<file path="src/rtl/lcd_frame_scheduler.sv">
`timescale 1ns/1ps
// LCD frame scheduler: owns the shared lcd_write {dc,byte} port after init, sending window commands then a pixel stream.
// Define LCD_SCHED_PATTERN_EN to add the internal 8-bar colour pattern source selected by pattern_sel.
module lcd_frame_scheduler #(
  parameter int X0     = 0,
  parameter int Y0     = 0,
  parameter int WIDTH  = 240,
  parameter int HEIGHT = 160
) (
  input  logic       clk_25MHz,
  input  logic       rst_n,
  input  logic       init_done,
  input  logic [8:0] init_data,
  input  logic       init_en,
  output logic       init_wr_done,
  input  logic       frame_req,
  output logic       frame_busy,
  output logic       frame_done,
  output logic [8:0] pix_x,
  output logic [8:0] pix_y,
  output logic       pix_ready,
  input  logic       pix_valid,
  input  logic [7:0] pix_data,
  input  logic       pattern_sel,
  output logic [8:0] lcd_data,
  output logic       lcd_en,
  input  logic       wr_done,
  output logic       underrun
);

  localparam logic [17:0] TOTAL  = 18'(WIDTH * HEIGHT);
  localparam logic [15:0] XS     = 16'(X0);
  localparam logic [15:0] YS     = 16'(Y0);
  localparam logic [15:0] X1     = 16'(X0 + WIDTH - 1);
  localparam logic [15:0] Y1     = 16'(Y0 + HEIGHT - 1);
  localparam logic [8:0]  X_LAST = 9'(WIDTH - 1);
  localparam logic [8:0]  Y_LAST = 9'(HEIGHT - 1);

  typedef enum logic [2:0] {WAIT_INIT, IDLE, CMD, PIX, DONE} state_t;

  state_t      state, state_n;
  logic [3:0]  idx, idx_n;
  logic        lcd_en_r, lcd_en_n;
  logic [8:0]  lcd_data_r, lcd_data_n;
  logic        frame_busy_r, frame_busy_n;
  logic [8:0]  pix_x_r, pix_x_n, pix_y_r, pix_y_n;
  logic [17:0] fetched, fetched_n, sent, sent_n;
  logic        wr_ack, slot_free, fetch_left, take, pat_active;
  logic [7:0]  pix_byte;

  function automatic logic [8:0] cmd_byte_at(logic [3:0] i);
    case (i)
      4'd0:    return {1'b0, 8'h2A};
      4'd1:    return {1'b1, XS[15:8]};
      4'd2:    return {1'b1, XS[7:0]};
      4'd3:    return {1'b1, X1[15:8]};
      4'd4:    return {1'b1, X1[7:0]};
      4'd5:    return {1'b0, 8'h2B};
      4'd6:    return {1'b1, YS[15:8]};
      4'd7:    return {1'b1, YS[7:0]};
      4'd8:    return {1'b1, Y1[15:8]};
      4'd9:    return {1'b1, Y1[7:0]};
      default: return {1'b0, 8'h2C};
    endcase
  endfunction

`ifdef LCD_SCHED_PATTERN_EN
  logic       pat_r, pat_n;
  logic [2:0] bar;
  logic [7:0] bar_colour;

  // First column of bar k is ceil(k*WIDTH/8), so bar = floor(pix_x*8/WIDTH) without a divider.
  function automatic logic [8:0] bar_start(int unsigned k);
    return 9'((k * WIDTH + 7) / 8);
  endfunction

  always_comb begin
    bar = '0;
    for (int unsigned k = 1; k < 8; k++)
      if (pix_x_r >= bar_start(k)) bar = 3'(k);
  end

  always_comb begin
    case (bar)
      3'd0:    bar_colour = 8'h00;
      3'd1:    bar_colour = 8'hFF;
      3'd2:    bar_colour = 8'hE0;
      3'd3:    bar_colour = 8'h1C;
      3'd4:    bar_colour = 8'h03;
      3'd5:    bar_colour = 8'hFC;
      3'd6:    bar_colour = 8'h1F;
      default: bar_colour = 8'hE3;
    endcase
  end

  assign pat_active = pat_r;
  assign pix_byte   = pat_r ? bar_colour : pix_data;
`else
  logic unused_pattern_sel;
  assign unused_pattern_sel = pattern_sel;
  assign pat_active = 1'b0;
  assign pix_byte   = pix_data;
`endif

  assign wr_ack     = wr_done & lcd_en_r;
  assign slot_free  = ~lcd_en_r | wr_done;
  assign fetch_left = fetched < TOTAL;
  assign pix_ready  = (state == PIX) & slot_free & fetch_left & ~pat_active;
  assign take       = (state == PIX) & slot_free & fetch_left & (pat_active | pix_valid);

  always_comb begin
    state_n      = state;
    idx_n        = idx;
    lcd_en_n     = lcd_en_r;
    lcd_data_n   = lcd_data_r;
    frame_busy_n = frame_busy_r;
    pix_x_n      = pix_x_r;
    pix_y_n      = pix_y_r;
    fetched_n    = fetched;
    sent_n       = sent;
`ifdef LCD_SCHED_PATTERN_EN
    pat_n        = pat_r;
`endif
    case (state)
      WAIT_INIT: if (init_done) state_n = IDLE;
      IDLE: begin
        if (frame_req) begin
          state_n      = CMD;
          idx_n        = '0;
          lcd_data_n   = cmd_byte_at(4'd0);
          lcd_en_n     = 1'b1;
          frame_busy_n = 1'b1;
`ifdef LCD_SCHED_PATTERN_EN
          pat_n        = pattern_sel;
`endif
        end
      end
      CMD: begin
        if (wr_ack) begin
          if (idx == 4'd10) begin
            state_n  = PIX;
            lcd_en_n = 1'b0;
          end else begin
            idx_n      = idx + 4'd1;
            lcd_data_n = cmd_byte_at(idx + 4'd1);
          end
        end
      end
      PIX: begin
        if (take) begin
          lcd_data_n = {1'b1, pix_byte};
          lcd_en_n   = 1'b1;
          fetched_n  = fetched + 18'd1;
          if (pix_x_r == X_LAST) begin
            pix_x_n = '0;
            pix_y_n = (pix_y_r == Y_LAST) ? '0 : pix_y_r + 9'd1;
          end else begin
            pix_x_n = pix_x_r + 9'd1;
          end
        end else if (wr_ack) begin
          lcd_en_n = 1'b0;
        end
        // The final pixel's ack can never coincide with a fetch, so lcd_en drops above.
        if (wr_ack) begin
          sent_n = sent + 18'd1;
          if (sent == TOTAL - 18'd1) state_n = DONE;
        end
      end
      DONE: begin
        state_n      = IDLE;
        lcd_en_n     = 1'b0;
        frame_busy_n = 1'b0;
        pix_x_n      = '0;
        pix_y_n      = '0;
        fetched_n    = '0;
        sent_n       = '0;
      end
      default: state_n = WAIT_INIT;
    endcase
  end

  always_ff @(posedge clk_25MHz or negedge rst_n) begin
    if (!rst_n) begin
      state        <= WAIT_INIT;
      idx          <= '0;
      lcd_en_r     <= 1'b0;
      lcd_data_r   <= '0;
      frame_busy_r <= 1'b0;
      pix_x_r      <= '0;
      pix_y_r      <= '0;
      fetched      <= '0;
      sent         <= '0;
`ifdef LCD_SCHED_PATTERN_EN
      pat_r        <= 1'b0;
`endif
    end else begin
      state        <= state_n;
      idx          <= idx_n;
      lcd_en_r     <= lcd_en_n;
      lcd_data_r   <= lcd_data_n;
      frame_busy_r <= frame_busy_n;
      pix_x_r      <= pix_x_n;
      pix_y_r      <= pix_y_n;
      fetched      <= fetched_n;
      sent         <= sent_n;
`ifdef LCD_SCHED_PATTERN_EN
      pat_r        <= pat_n;
`endif
    end
  end

  assign lcd_data     = (state == WAIT_INIT) ? init_data : lcd_data_r;
  assign lcd_en       = (state == WAIT_INIT) ? init_en : lcd_en_r;
  assign init_wr_done = (state == WAIT_INIT) & wr_done;
  assign frame_busy   = frame_busy_r;
  assign frame_done   = (state == DONE);
  assign pix_x        = pix_x_r;
  assign pix_y        = pix_y_r;
  assign underrun     = (state == PIX) & ~lcd_en_r;

endmodule

</file>
<file path="config.mk">
export PLATFORM = sky130hd
export DESIGN_NAME = lcd_frame_scheduler
export DESIGN_NICKNAME = d
export VERILOG_FILES = /design/src/rtl/lcd_frame_scheduler.sv
export SDC_FILE = /design/constraint.sdc
export NUM_CORES = 1
export LEC_CHECK = 0
export ABC_CLOCK_PERIOD_IN_PS = 3100
export CAP_MARGIN = 20
export CORE_UTILIZATION = 25
export DETAILED_ROUTE_END_ITERATION = 10
export DONT_BUFFER_PORTS = 1
export HOLD_SLACK_MARGIN = 0.15
export PLACE_DENSITY = 0.48
export SETUP_SLACK_MARGIN = 0.1
export SLEW_MARGIN = 20
export SYNTH_ARGS = -nofsm -noshare
export SYNTH_HDL_FRONTEND = slang
export SYNTH_SLANG_ARGS = --single-unit
</file>
<file path="constraint.sdc">
create_clock -name clk_25MHz -period 3.1 [get_ports clk_25MHz]
set_clock_uncertainty 0.1 [all_clocks]
set_input_delay 0.62 -clock clk_25MHz [delete_from_list [all_inputs] [get_ports clk_25MHz]]
set_output_delay 0.62 -clock clk_25MHz [all_outputs]
set_load 0.05 [all_outputs]
</file>
# After elaboration in Yosys (flattened, before gate mapping)

Memories as Yosys holds them, arrays and structs flattened.
Cells that the tools add are included.

Flip-flop bits (word level): 72
Memories: 1
Output and inout port bits: 33
Logic and storage cells: 92
Bits in read-only memories: 144
Input port bits: 25

Equality and inequality tests: 18
Bitwise operators: 8
Reduce and logical (&&, ||, !) cells: 14
$lt $le $gt $ge: 1
$add $sub $neg: 5
Mux-type cells: 36

Memories:

| name            | words | bits a word | read ports | clocked after memory_dff | wr ports | line | source |
|---|---|---|---|---|---|---|---|
| (no name shown) | 16    | 9           | 1          | 0                        | 0        | 52   | `case (i)` |

Operators by type and width:

| cell                  | count |
|---|---|
| $mux 9                | 10 |
| $pmux 18 s2           | 2 |
| $add 18x1->18 const B | 2 |
| $mux 18               | 2 |
| $pmux 9 s2            | 2 |
| $pmux 9 s3            | 1 |
| $add 9x1->9 const B   | 2 |
| $eq 18x16->1 const B  | 1 |
| $eq 9x8->1 const B    | 2 |
| $lt 18x16->1 const B  | 1 |
| $mux 3                | 6 |
| $pmux 3 s5            | 1 |
| $ne 2x2->1 const B    | 7 |
| $mux 4                | 3 |
| $reduce_and 5->1      | 2 |
| $pmux 4 s2            | 1 |
| $and 1x1->1           | 6 |
| $eq 3x2->1 const B    | 2 |
| $mux 1                | 6 |
| $reduce_and 2->1      | 3 |
| $reduce_and 6->1      | 1 |
| $reduce_bool 2->1     | 3 |
| $add 4x1->4 const B   | 1 |
| $eq 4x4->1 const B    | 1 |
| other kinds (13)      | 14 |

# Longest topological paths before layout

Gate-level depths: netlist of run 1.

Depth in word-level cells: 7
Mapped depth: 8
Depth with buffers taken out: 7

# Worst setup path after synthesis of run 1

Ideal clock, no wire load.

Kind: reg-to-output
From: reg state[2]
To: out lcd_data[4]
Data required time: 2.380 ns
Path buffers: 2
Stages on the path, launching flop included: 5
Slack: 0.296 ns
Arrival: 2.084 ns
Cell sequence: dfrtp_1 clkbuf_1 nor3_1 clkbuf_1 o21ai_0

Longest elaborated chain between the ends: 2

RTL lines:

| what                   | line | source |
|---|---|---|
| start, declared        | 41   | `state_t state, state_n;` |
| start signal, assigned | 197  | `state <= state_n;` |
| $logic_not 3->1        | 212  | `assign lcd_data = (state == WAIT_INIT) ? init_data : lcd_data_r;` |
| $mux 9                 | 212  |  |
| end, declared          | 25   | `output logic [8:0] lcd_data,` |

Every way passes these cells.

# Worst setup path after layout of run 1

From: reg fetched[9]
To: out pix_ready

Longest elaborated chain between the ends: 2

RTL lines:

| what                   | line | source |
|---|---|---|
| start, declared        | 47   | `logic [17:0] fetched, fetched_n, sent, sent_n;` |
| start signal, assigned | 204  | `fetched <= fetched_n;` |
| $lt 18x16->1           | 107  | `assign fetch_left = fetched < TOTAL;` |
| $and 1x1->1            | 108  | `assign pix_ready = (state == PIX) & slot_free & fetch_left & ~pat_active;` |
| end, declared          | 21   | `output logic pix_ready,` |

Every way passes these cells.

==> out/metrics.cfg, run 1 <==
[die]
die_x_um = 130
die_area_um2 = 16900
ioPinCount = 58
fp.dieH_um = 130
start_util_pct = 25.7
coreArea_um2 = 15900
fp-row-count = 46

[synthesis]
async_flop_share_pct = 100
synth_top_flop_cell = dfrtp_1
synth_edf_count = 0
avgSynthCellArea_um2 = 9.16
synth.net_count = 483
synth_area_um2 = 4100
syn_inst = 448
synth-seq-area-share_pct = 43.9
yosysWarningCount = 0
synth.ff_latch_count = 72
ys_types = 63

[detailed_routing]
routed_wl_mm = 10.7
viasPerCell = 5.01
via_count = 3474
wire_per_inst_um = 15.5
first_iter_violations = 162
antenna_left = 0
dr.pass1.iters = 4
drc = 0

[clock_tree]
cts_tree = done
cts.clk_slew.worst_paths_ns = 0.06
clock-sinks = 72
ctsHoldBuffers = 2
post-cts-setup-buffer-count = 0
h-tree-depth = 3
ctsResizeCount = 0
ctsLongestPathBuffers = 2
cts-root-buf = clkbuf_16
clock_latency_ns = 0.34
cts-buffers-inserted = 9

[grt]
grt_pass1_vias = 3332
grt_usage_pct = 13.3
grt_start_max_net_pins = 73
grt_overflow = 0
antenna_found_initial = 0
grt_pass1_wl_mm = 17.3

[cells_and_area]
instances_no_fill = 693
area_growth_pct = 20.0
n_antenna_cell = 0
drive_above_1_share_pct = 13.0
fin_nets = 507
num-fill-cells = 1697

[worst_setup_path]
crit_arrival_ns = 1.98
worst_setup_path_start_kind = flip-flop
critPathKind = flip-flop to output port
worstPathMaxFanout = 8
cp-end-kind = output port
crit_start = fetched[9]
critPathRequiredTime_ns = 2.38
r2r-start = pix_x[0]

[sta]
period_minus_slack_ns = 2.70
fin_ws_ns = 0.398
min_period_over_period_pct = 87.2
tns_ns = 0
rsz0062_at_grt = false
final-hold-violation-count = 0
max_slew_margin_pct = 55.5
setup_viol = 0
finalMaxSlewViolations = 0
fmax_mhz = 370
worstMarginPinSlew_ns = 0.667

[power]
ir_drop_v = 0.000284
p_leak_nw = 2.08
power.total_w = 0.00297
p_per_area_nw_per_um2 = 602

[run_status]
status = complete, no violations

[placement]
port_buffers = 0
dp_slack_ns = 0.620
gp_congestion = 0.773
dp_hpwl_mm = 7.56
placed_cells = 675

[worst_hold_path]
min_from = lcd_data_r[5]
hold_class = flip-flop to flip-flop

[run]
cap_violations = 0

## synth_stat cells, types with 3 or more instances
master    count  area share, %
clkbuf_1     11            1.0
nor2b_1       4           0.61
and4_1        3           0.64
and2_1        5           0.76
nand2b_1      5           0.76
o31ai_1      12            2.2
xnor2_1       9            1.9
a21oi_1      18            2.2
or4_1         9            1.6
mux2_1        5            1.4
o21a_1        3           0.55
or3_1         7            1.1
mux2_2        9            2.5
o21ai_0      26            3.2
inv_1        10           0.92
nand3b_1      3           0.55
nor2_1       37            3.4
xor2_1       13            2.8
or2_2         4           0.61
nand3_1      21            2.6
o21ai_1       7           0.85
dfrtp_1      72             44
ha_1         10            3.0
nand4_1      15            2.3
nor4_1        8            1.2
and3_1       11            1.7
nor3_1       12            1.5
a31oi_1       5           0.76
nand2_1      51            4.7
## cell type report
| cell class | count | area [um^2] | share of cell area (%) |
|---|---|---|---|
| timing repair buffer | 28 | 270 | 5.49 |
| tap | 216 | 270 | 5.49 |
| inverter | 11 | 41.3 | 0.839 |
| clock inverter | 7 | 120 | 2.44 |
| multi-input combinational | 350 | 2190 | 44.6 |
| clock buffer | 9 | 225 | 4.57 |
| sequential | 72 | 1800 | 36.6 |
## stage by stage
step / hold WS (ns) / cell area, um^2 / utilization (%)
finish: 0.387 / 4920 / 30.9
global route: 0.408 / 4920 / 30.9
CTS: 0.393 / 4920 / 30.9
detailed placement: 0.226 / 4540 / 28.5
global placement: 0.226 / 4540 / 28.5
floorplan: 0.224 / 4100 / -
## per-layer routing
metal	vias up	global-route usage (%)	share of wire, %
li1	1700	-	-
met1	1684	17.1	45
met2	83	20.7	47
met3	7	5.33	7.3
met4	0	3.76	0.62
met5	-	0	0
## logic make-up after synthesis
family	after synthesis	share of synthesized area (%)
AO/OA/AOI/OAI	99	15.8
XOR/XNOR	22	4.70
adder cells (fa/ha/maj)	10	3.05
buffers and inverters	26	2.59
flip-flops	72	43.9
multiplexers	15	4.09
AND/OR/NAND/NOR	204	25.9
## cell usage in the layout, fill, tap and decap left out, types with 3 or more instances in the layout
cell type / n
a31oi_1: 5
o21a_1: 3
buf_12: 3
nor2_1: 37
nand3_1: 21
and4_1: 3
o21ai_0: 24
inv_1: 10
ha_1: 10
mux2_1: 5
a21oi_1: 18
dfrtp_1: 72
clkbuf_16: 9
o31ai_1: 12
o21ai_1: 9
nand4_1: 15
nand2b_1: 5
xnor2_1: 9
nand2_1: 51
nor3_1: 12
or4_1: 9
nor2b_1: 4
mux2_2: 9
and2_1: 5
buf_4: 23
and3_1: 11
bufinv_16: 3
xor2_1: 13
nor4_1: 8
or3_1: 7
or2_2: 4
nand3b_1: 3
## critical path, stage by stage, from the launching register on
cell	delay [ns]
dfrtp_1	0.45
a211oi_2	0.33
o311a_2	0.31
and4_1	0.56
## final timing paths
kind | endpoint | slack, ns | cells past startpoint
max in group asynchronous | sent[8] | 1.86 | 2
setup reg to reg | pix_y[4] | 0.62 | 6
hold / removal | lcd_data_r[5] | 0.39 | 1
setup / recovery | pix_ready | 0.40 | 3
hold reg to reg | lcd_data_r[5] | 0.39 | 1
min in group asynchronous | pix_x[5] | 0.73 | 2
## sequential cells by signal, indices dropped and copies added, names as in the netlist, 3 cells and up
signal / count
state: 3
lcd_data_r: 9
pix_y: 9
sent: 18
idx: 4
fetched: 18
pix_x: 9
## power breakdown
part | internal, W | switching, W | total, W
Sequential | 0.00105 | 0.0000980 | 0.00115
Combinational | 0.000195 | 0.000412 | 0.000608
Clock | 0.000787 | 0.000419 | 0.00121
Total | 0.00204 | 0.000929 | 0.00297
(Power assumes the default switching activity.)
==> run 2, diff against run 1 <==
Settings changed: ABC_CLOCK_PERIOD_IN_PS 3100 to 2700, CAP_MARGIN 20 to default.
Clock period 3.1 ns to 2.7 ns, I/O delays scaled along.
==> run 2 against run 1 <==
Effect of this change:
- via count rose by 1.7%
- die area did not move
- register-to-register slack got worse by 0.27 ns
- sequential share of layout area fell by 0.074 points
- combinational power rose by 16%
- sequential power rose by 16%
- cell count rose by 1.2%
- critical path type unchanged
- hold slack got worse by 0.047 ns
- clock power fell by 8%
- power rose by 6.0%
- critical endpoint is now lcd_data[2]
- core utilization rose by 0.063 points
- global-route usage barely moved
==> out/metrics.cfg, run 2 (same netlist as run 1, synthesis figures left out) <==
[cells_and_area]
drive_above_1_share_pct = 14.4  ; +1.4 points
multi_input_area_um2 = 2210  ; +0.63%
final_cell_mix = dfrtp_1 (72), nand2_1 (51), nor2_1 (37), buf_4 (32), o21ai_0 (24)
utilization_pct = 30.9  ; +0.063 points
layout_commonest_cell = dfrtp_1
instances_no_fill = 701  ; +1.2%
n_antenna_cell = 0  ; unchanged
area_growth_pct = 20.3
fin_nets = 516  ; +1.8%
reg_top3 = fetched (18), sent (18)
regArea_um2 = 1800  ; unchanged
num-fill-cells = 1728  ; +1.8%

[worst_setup_path]
r2r-start = pix_x[0]
crit_arrival_ns = 1.82  ; -0.16 ns
r2r_end = pix_x[6]
r2r_setup_slack_ns = 0.35  ; -0.27 ns
critPathCapture = lcd_data[2]
critPathRequiredTime_ns = 2.06  ; -0.32 ns
worst_setup_path_start_kind = flip-flop
crit_start = state[2]
cp-end-kind = output port
worstPathMaxFanout = 13  ; +5
critPathKind = flip-flop to output port
rr_worst_depth = 6  ; unchanged

[clock_tree]
clock-sinks = 72  ; unchanged
ctsLongestPathBuffers = 2  ; unchanged
post-cts-setup-buffer-count = 0  ; unchanged
cts-buffers-inserted = 9  ; unchanged
clock_latency_ns = 0.33  ; about the same
cts-root-buf = clkbuf_16
h-tree-depth = 3  ; unchanged
cts.clk_slew.worst_paths_ns = 0.06  ; about the same
cts_tree = done

[detailed_routing]
via_count = 3532  ; +1.7%
wire_per_inst_um = 15.2  ; -1.7%
dr.pass1.iters = 4  ; unchanged
routed_wl_mm = 10.7  ; -0.60%
first_iter_violations = 239  ; +48%
drc = 0  ; unchanged
viasPerCell = 5.04  ; +0.51%
antenna_left = 0  ; unchanged

[power]
ir_drop_v = 0.000299  ; +5.2%
internal-power_w = 0.00210  ; +3.3%
p_seq_share_pct = 42.2  ; +3.3 points
power.net_switching_w = 0.00104  ; +12%
p_comb_share_pct = 22.4  ; +1.9 points
p_leak_nw = 2.10  ; +0.88%
switching_share_pct = 33.1  ; +1.8 points
clkPwrFrac_pct = 35.4  ; -5.3 points
p_per_area_nw_per_um2 = 637  ; +5.8%

[worst_hold_path]
hold_class = primary input to flip-flop

[sta]
period_minus_slack_ns = 2.46
rsz0062_at_grt = false
fin_ws_ns = 0.235  ; -0.163 ns
fmax_mhz = 406
finalMaxSlewViolations = 0  ; unchanged
setup_viol = 0  ; unchanged
final-hold-violation-count = 0  ; unchanged
min_period_over_period_pct = 91.3
max_slew_margin_pct = 55.9  ; +0.33 points
worstMarginPinSlew_ns = 0.657  ; -0.00967 ns

[grt]
grt_pass1_vias = 3335  ; +0.090%
grt_usage_pct = 13.3  ; -0.029 points
grt_overflow = 0  ; unchanged
antenna_found_initial = 0  ; unchanged
grt_pass1_wl_mm = 17.4  ; +0.84%
grt_start_max_net_pins = 73  ; unchanged

[placement]
port_buffers = 0  ; unchanged
placed_cells = 684  ; +1.3%
dp_hpwl_mm = 7.58  ; +0.21%
dp_slack_ns = 0.270  ; -0.350 ns
gp_congestion = 0.762  ; -1.4%

[die]
coreArea_um2 = 15900  ; unchanged
fp.dieH_um = 130  ; unchanged
fp-row-count = 46  ; unchanged
start_util_pct = 25.7  ; unchanged
die_area_um2 = 16900  ; unchanged
die_x_um = 130  ; unchanged
ioPinCount = 58  ; unchanged

[run_status]
status = complete, no violations

[run]
cap_violations = 0  ; unchanged

-- run 2: cell types whose count changed in the layout (fill, tap and decap cells not counted), sizes merged --
| cell | delta |
|---|---|
| bufinv | -3 |
| clkinv | -1 |
| buf | +9 |
| clkbuf | +3 |
-- run 2: layer usage --
metal,part of all wire [%],GRT usage [%],vias to the layer above
met4,0.41,3.56,0
li1,-,-,1714
met2,47,20.3,55
met1,48,18.3,1757
met3,4.7,3.90,6
met5,0,0,-
-- run 2: final cells by class --
type | instances | area share, %
multi-input combinational | 350 | 44.8
inverter | 11 | 0.837
clock buffer | 12 | 5.20
timing repair buffer | 37 | 6.85
tap | 216 | 5.48
sequential | 72 | 36.5
clock inverter | 3 | 0.355
-- run 2: worst min path at each step --
stage,from,to,slack [ns],cells past startpoint
finish,pix_data[4],lcd_data_r[4],0.34,2
global route,pix_data[4],lcd_data_r[4],0.34,2
global placement,rst_n,lcd_data_r[4],0.15,0
CTS,pix_data[4],lcd_data_r[4],0.33,2
detailed placement,rst_n,pix_x[5],0.15,0
floorplan,rst_n,fetched[0],0.14,0
-- run 2: critical path, cell delays in order, from the launching register on --
cell	delay, ns
dfrtp_1	0.50
nor3_1	0.27
buf_4	0.24
mux2_2	0.48
-- run 2: timing repair --
| action | 4_1_cts | 5_1_grt |
|---|---|---|
| resized for setup | 0 | 2 |
| hold buffers | 2 | 0 |
| endpoints found under the setup margin | 0 | 2 |
| endpoints found under the hold margin | 72 | 0 |
-- run 2: power groups by stage --
stage	Sequential, W	Combinational (W)	Clock [W]
after floorplan	0.00147	0.000354	0
after global placement	0.00134	0.000667	0
after detailed placement	0.00134	0.000677	0
after CTS	0.00133	0.000709	0.00115
after global routing	0.00134	0.000773	0.00120
final	0.00133	0.000703	0.00111
-- run 2: per-stage QoR --
stage / hold slack, ns / TNS, ns / instance area, um^2 / total power [W]
global placement: 0.146 / 0 / 4610 / 0.00200
detailed placement: 0.146 / 0 / 4610 / 0.00202
finish: 0.340 / 0 / 4930 / 0.00314
floorplan: 0.144 / -0.0485 / 4100 / 0.00182
CTS: 0.328 / 0 / 4920 / 0.00319
global route: 0.344 / 0 / 4930 / 0.00332
